**src/rtl/hex_display_scan.sv**
```systemverilog
// hex_display_scan: time-multiplexed driver for NUM_DIGITS hex 7-segment digits.
// The digits share one active-low segment bus (seg[0]=a .. seg[6]=g) and each
// digit has its own active-low anode. New values are double-buffered: a load
// lands in a pending buffer and is promoted to the display register only at
// the frame boundary, so a frame never shows a mix of old and new nibbles.
// Optional feature macro: LEADING_ZERO_BLANK_EN (blank leading zero digits).
module hex_display_scan #(
   parameter int NUM_DIGITS  = 4,
   parameter int REFRESH_DIV = 50000
) (
   input  logic                      clk,
   input  logic                      reset,
   input  logic [4*NUM_DIGITS-1:0]   value,
   input  logic                      load,
   input  logic [NUM_DIGITS-1:0]     digit_en,
   output logic [6:0]                seg,
   output logic [NUM_DIGITS-1:0]     an,
   output logic                      frame_tick,
   output logic                      pending
);

   localparam int DIV_W = (REFRESH_DIV > 1) ? $clog2(REFRESH_DIV) : 1;
   localparam int IDX_W = (NUM_DIGITS > 1) ? $clog2(NUM_DIGITS) : 1;

   logic [DIV_W-1:0]          r_div_cnt;
   logic [IDX_W-1:0]          r_idx;
   logic [4*NUM_DIGITS-1:0]   r_disp;
   logic [4*NUM_DIGITS-1:0]   r_pend;
   logic                      r_pending;
   logic [6:0]                r_seg;
   logic [NUM_DIGITS-1:0]     r_an;
   logic                      r_frame_tick;

   logic                      w_term;
   logic                      w_wrap;
   logic [NUM_DIGITS-1:0]     w_show;
   logic [3:0]                w_nibble;
   logic                      w_lit;
   logic [6:0]                w_seg_next;
   logic [NUM_DIGITS-1:0]     w_an_next;

   // Standard active-low hex glyph table
   function automatic logic [6:0] f_decode(input logic [3:0] i_nib);
      logic [6:0] v_seg;
      case (i_nib)
         4'h0:    v_seg = 7'h40;
         4'h1:    v_seg = 7'h79;
         4'h2:    v_seg = 7'h24;
         4'h3:    v_seg = 7'h30;
         4'h4:    v_seg = 7'h19;
         4'h5:    v_seg = 7'h12;
         4'h6:    v_seg = 7'h02;
         4'h7:    v_seg = 7'h78;
         4'h8:    v_seg = 7'h00;
         4'h9:    v_seg = 7'h10;
         4'hA:    v_seg = 7'h08;
         4'hB:    v_seg = 7'h03;
         4'hC:    v_seg = 7'h46;
         4'hD:    v_seg = 7'h21;
         4'hE:    v_seg = 7'h06;
         default: v_seg = 7'h0E;
      endcase
      return v_seg;
   endfunction

   assign w_term = (r_div_cnt == DIV_W'(REFRESH_DIV - 1));
   assign w_wrap = w_term && (r_idx == IDX_W'(NUM_DIGITS - 1));

`ifdef LEADING_ZERO_BLANK_EN
   logic [NUM_DIGITS-1:0] w_lz_blank;

   // Walk from the most significant digit down; a digit is a leading zero while
   // every nibble at and above it is zero. Digit 0 always stays visible.
   always_comb begin
      logic v_run;
      w_lz_blank = '0;
      v_run      = 1'b1;
      for (int unsigned j = NUM_DIGITS; j > 1; j--) begin
         v_run             = v_run && (r_disp[4*(j-1) +: 4] == 4'h0);
         w_lz_blank[j-1]   = v_run;
      end
   end

   assign w_show = digit_en & ~w_lz_blank;
`else
   assign w_show = digit_en;
`endif

   // Select the nibble and enable for the digit currently being scanned
   always_comb begin
      w_nibble   = '0;
      w_lit      = 1'b0;
      w_an_next  = '1;
      for (int unsigned i = 0; i < NUM_DIGITS; i++) begin
         if (r_idx == IDX_W'(i)) begin
            w_nibble = r_disp[4*i +: 4];
            w_lit    = w_show[i];
            if (w_show[i]) begin
               w_an_next[i] = 1'b0;
            end
         end
      end
      w_seg_next = w_lit ? f_decode(w_nibble) : 7'h7F;
   end

   // Refresh divider and scan index
   always_ff @(posedge clk) begin
      if (reset) begin
         r_div_cnt <= '0;
         r_idx     <= '0;
      end else begin
         if (w_term) begin
            r_div_cnt <= '0;
         end else begin
            r_div_cnt <= r_div_cnt + 1'b1;
         end
         if (w_wrap) begin
            r_idx <= '0;
         end else if (w_term) begin
            r_idx <= r_idx + 1'b1;
         end
      end
   end

   // Double-buffered value: load goes to the pending buffer, promoted on wrap.
   // A load coinciding with wrap bypasses the buffer straight into the display.
   always_ff @(posedge clk) begin
      if (reset) begin
         r_disp    <= '0;
         r_pend    <= '0;
         r_pending <= 1'b0;
      end else begin
         if (load) begin
            r_pend <= value;
         end
         if (w_wrap) begin
            if (load) begin
               r_disp <= value;
            end else if (r_pending) begin
               r_disp <= r_pend;
            end
            r_pending <= 1'b0;
         end else if (load) begin
            r_pending <= 1'b1;
         end
      end
   end

   // Registered pin drivers; seg and an update together to avoid ghosting
   always_ff @(posedge clk) begin
      if (reset) begin
         r_seg        <= 7'h7F;
         r_an         <= '1;
         r_frame_tick <= 1'b0;
      end else begin
         r_seg        <= w_seg_next;
         r_an         <= w_an_next;
         r_frame_tick <= w_wrap;
      end
   end

   assign seg        = r_seg;
   assign an         = r_an;
   assign frame_tick = r_frame_tick;
   assign pending    = r_pending;

endmodule
```
**config.mk**
```make
export PLATFORM = sky130hd
export DESIGN_NAME = hex_display_scan
export DESIGN_NICKNAME = d
export VERILOG_FILES = /design/src/rtl/hex_display_scan.sv
export SDC_FILE = /design/constraint.sdc
export NUM_CORES = 1
export LEC_CHECK = 0
export ABC_AREA = 0
export CAP_MARGIN = 40
export CORE_ASPECT_RATIO = 0.7
export CORE_MARGIN = 2
export CORE_UTILIZATION = 50
export CTS_CLUSTER_SIZE = 12
export DETAILED_ROUTE_END_ITERATION = 7
export MAX_ROUTING_LAYER = met4
export PLACE_DENSITY = 0.74
export SLEW_MARGIN = 20
export SYNTH_ARGS = -nofsm -noshare
export SYNTH_HDL_FRONTEND = slang
export SYNTH_SLANG_ARGS = --single-unit
```
**constraint.sdc**
```tcl
create_clock -name clk -period 4.15 [get_ports clk]
set_clock_uncertainty 0.05 [all_clocks]
set_input_delay 0.415 -clock clk [delete_from_list [all_inputs] [get_ports clk]]
set_output_delay 0.415 -clock clk [all_outputs]
set_load 0.02 [all_outputs]
```
==> impl_results.md <==
* Max cap viols at 0
* VDD IR max at 221 µV
* Max clock buf depth at 2
* Post-synthesis sequential area ratio at 0.427
* Routed via count at 2,118
* Clock sinks at 63
* Pwr Density at 372 nW/µm²
* Synth warn at 0
* Initial antenna violation count at 0
* Final period utilization at 0.637
* Number of port buffers at 35
* Setup Fix Bufs, Post-CTS at 0
* Nets at 368
* Least-Margin Pin Slew at 788 ps
* Setup TNS Final at 0 ps
* Avg Cell Area, Syn at 9.77 µm²
* Storage element area at 1260 µm²
* Reg clk slew, reported paths at 70 ps
* Final setup vio count at 0
* Worst R2R Path Depth at 8
* Top_reg_cell synth: dfxtp_1
* CP max FO at 17
* Routed vias/inst at 5.12
* Wl on met1 at 2.87 mm
* Commonest non-fill, non-tap cells in the layout: dfxtp_1, nor2_1, clkdlybuf4s50_1
* Final setup margin at 1510 ps
* Post-DP HPWL at 3.85 mm
* CP startpoint: r_idx[0]$_SDFFE_PP0N_
* Routed WL per cell at 13.5 µm
* Initial Util at 0.518
* Clk root buf: clkbuf_8
* Dpl cell area at 3300 µm²
* Max-slew headroom at 0.475
* Layout area overhead at 19.5%
* Inserted Diodes at 0
* Fmax at 0.378 GHz
* Die W at 95.8 µm
* Cell taking the most area after synthesis: dfxtp_1
* Post-synthesis net count at 336
* Synth area leaders: dfxtp_1, mux2i_1, nor2_1
* TritonCTS clock tree: yes
* RSZ-0062 raised after global routing: no
* Die Height at 68.3 µm
* Number of nets with antenna violations after routing at 0
* Rows at 23
* EDFF count, synth at 0
* LEAKAGE at 1.34 nW
* Reg-to-Reg End: seg[3]$_SDFF_PP1_
* Final GP Congestion at 0.830
* Worst Hold Class: flop to flop
* Worst skew pair latency at 350 ps
* Met3 wire len at 325 µm
* Critical path type: flop to flop
* CP Data Arrival Time at 2810 ps
* CTS Buf Count at 9
* Fin. max-slew vios at 0
* Final non-filler cell area at 3530 µm²
* I/O Pins at 36
* Synthesized flop and latch total at 63
* Status: completed
* Post-synthesis cell area at 2950 µm²
* First-pass GRT wire length at 9.29 mm
* CP Capture Type: flop
* Tmin final at 2640 ps
* Flop2flop setup slack at 1510 ps
* Post-synthesis cell count at 302
* DRT iter0 DRCs at 91
* # fillers at 497
* Final Hold Viols at 0
* Post-CTS sizing at 0
* DR pass1 iterations at 4
* Top cell type's share of synthesized area at 0.427
* CTS H-tree lvls at 3
* Startpoint Class: flop
* # DRC at 0
* Hold Startpoint: r_div_cnt[0]$_SDFF_PP0_
* Distinct cells, synth at 46
* Cts hold-fix bufs at 0
* Gr ovfl total at 0
* Setup slack at placement at 1530 ps
* Asr flop ratio synth at 0
* Critical Path RT at 4320 ps
* Most common cell after layout, fill and taps aside: dfxtp_1
* Die area at 6540 µm²
* Share of layout cells above drive strength 1 at 0.156
* DR top layer: met4
* R2r startpoint: r_idx[0]$_SDFFE_PP0N_
* Multi-input logic area at 1530 µm²
* Largest net degree at the start of global routing at 44
* WHS Endpoint: r_div_cnt[0]$_SDFF_PP0_
* Met2 routed WL at 2.31 mm
* Worst hold path depth at 1
* Core area at 5700 µm²
* Vias in the first global route at 1,959
* WL final at 5.58 mm
* All-layer global routing usage at 0.195
[worst max path at each step]
stage	end	slack, ps	cells after the start
finish	seg[3]$_SDFF_PP1_	1510	8
global route	seg[1]$_SDFF_PP1_	1300	6
CTS	seg[3]$_SDFF_PP1_	1510	8
detailed placement	r_disp[8]$_SDFFE_PP0P_	1530	8
global placement	r_disp[8]$_SDFFE_PP0P_	1340	7
floorplan	seg[1]$_SDFF_PP1_	2060	9
[registers in the layout, summed over array words and instances, names as in the netlist]
register,cells
r_disp,16
an,4
seg,7
r_pend,16
r_div_cnt,16
pending,1
r_idx,2
frame_tick,1
[critical path, stage by stage (launching register included)]
cell,delay (ps)
dfxtp_1,390
ha_1,650
a211oi_1,180
a221oi_4,380
inv_1,160
ha_1,340
nor2_1,60
a211oi_1,210
o21ai_1,80
[kinds of logic (layout without fill, tap and decap cells)]
logic type,after synthesis,in the layout,synth area share
AO/OA/AOI/OAI,44,44,0.125
XOR/XNOR,14,14,0.0415
adder cells (fa/ha/maj),11,11,0.0466
buffers and inverters,27,64,0.0560
flip-flops,63,63,0.427
multiplexers,17,17,0.0577
AND/OR/NAND/NOR,126,126,0.245
[power breakdown]
| part | internal, W | switching, W |
|---|---|---|
| Sequential | 0.000620 | 0.00000545 |
| Clock | 0.000345 | 0.000262 |
| Combinational | 0.0000432 | 0.0000357 |
[Yosys cell counts, types with 2 or more instances]
cell / instances
dfxtp_1: 63
nor2_1: 37
nand2_1: 20
mux2i_1: 17
nand2b_1: 16
ha_1: 11
o21ai_2: 10
inv_1: 9
a21oi_1: 8
xor2_1: 8
nand2_2: 7
nand3b_1: 7
o21ai_1: 7
and3_1: 6
buf_6: 6
nand3_1: 6
xnor2_1: 6
clkbuf_1: 5
nor2b_1: 5
a211oi_1: 4
buf_4: 4
o221ai_1: 4
and4_1: 3
buf_2: 3
nand4_1: 3
nor3b_1: 3
a311oi_2: 2
o21ai_0: 2
o31ai_1: 2
or2_2: 2
[per-layer routing]
metal  up-vias  global-route usage
li1       1097                   -
met1       965               0.272
met2        48               0.265
met3         8              0.0507
met4         0              0.0857
met5         -                   -
[final cells by class]
cell class / instances / area share
tap: 75 / 0.0266
clock buffer: 9 / 0.0351
clock inverter: 7 / 0.0291
inverter: 9 / 0.00957
timing repair buffer: 39 / 0.110
multi-input combinational: 212 / 0.432
sequential: 63 / 0.357
[stage by stage]
step / hold slack [ps] / power (W) / util / std cells
floorplan: 376 / 0.000682 / - / 302
global placement: 391 / 0.000719 / 0.577 / 397
detailed placement: 401 / 0.000719 / 0.579 / 398
CTS: 419 / 0.00133 / 0.619 / 414
global route: 437 / 0.00136 / 0.619 / 414
finish: 413 / 0.00131 / 0.619 / 414
Power figures use the tool's default switching activity.
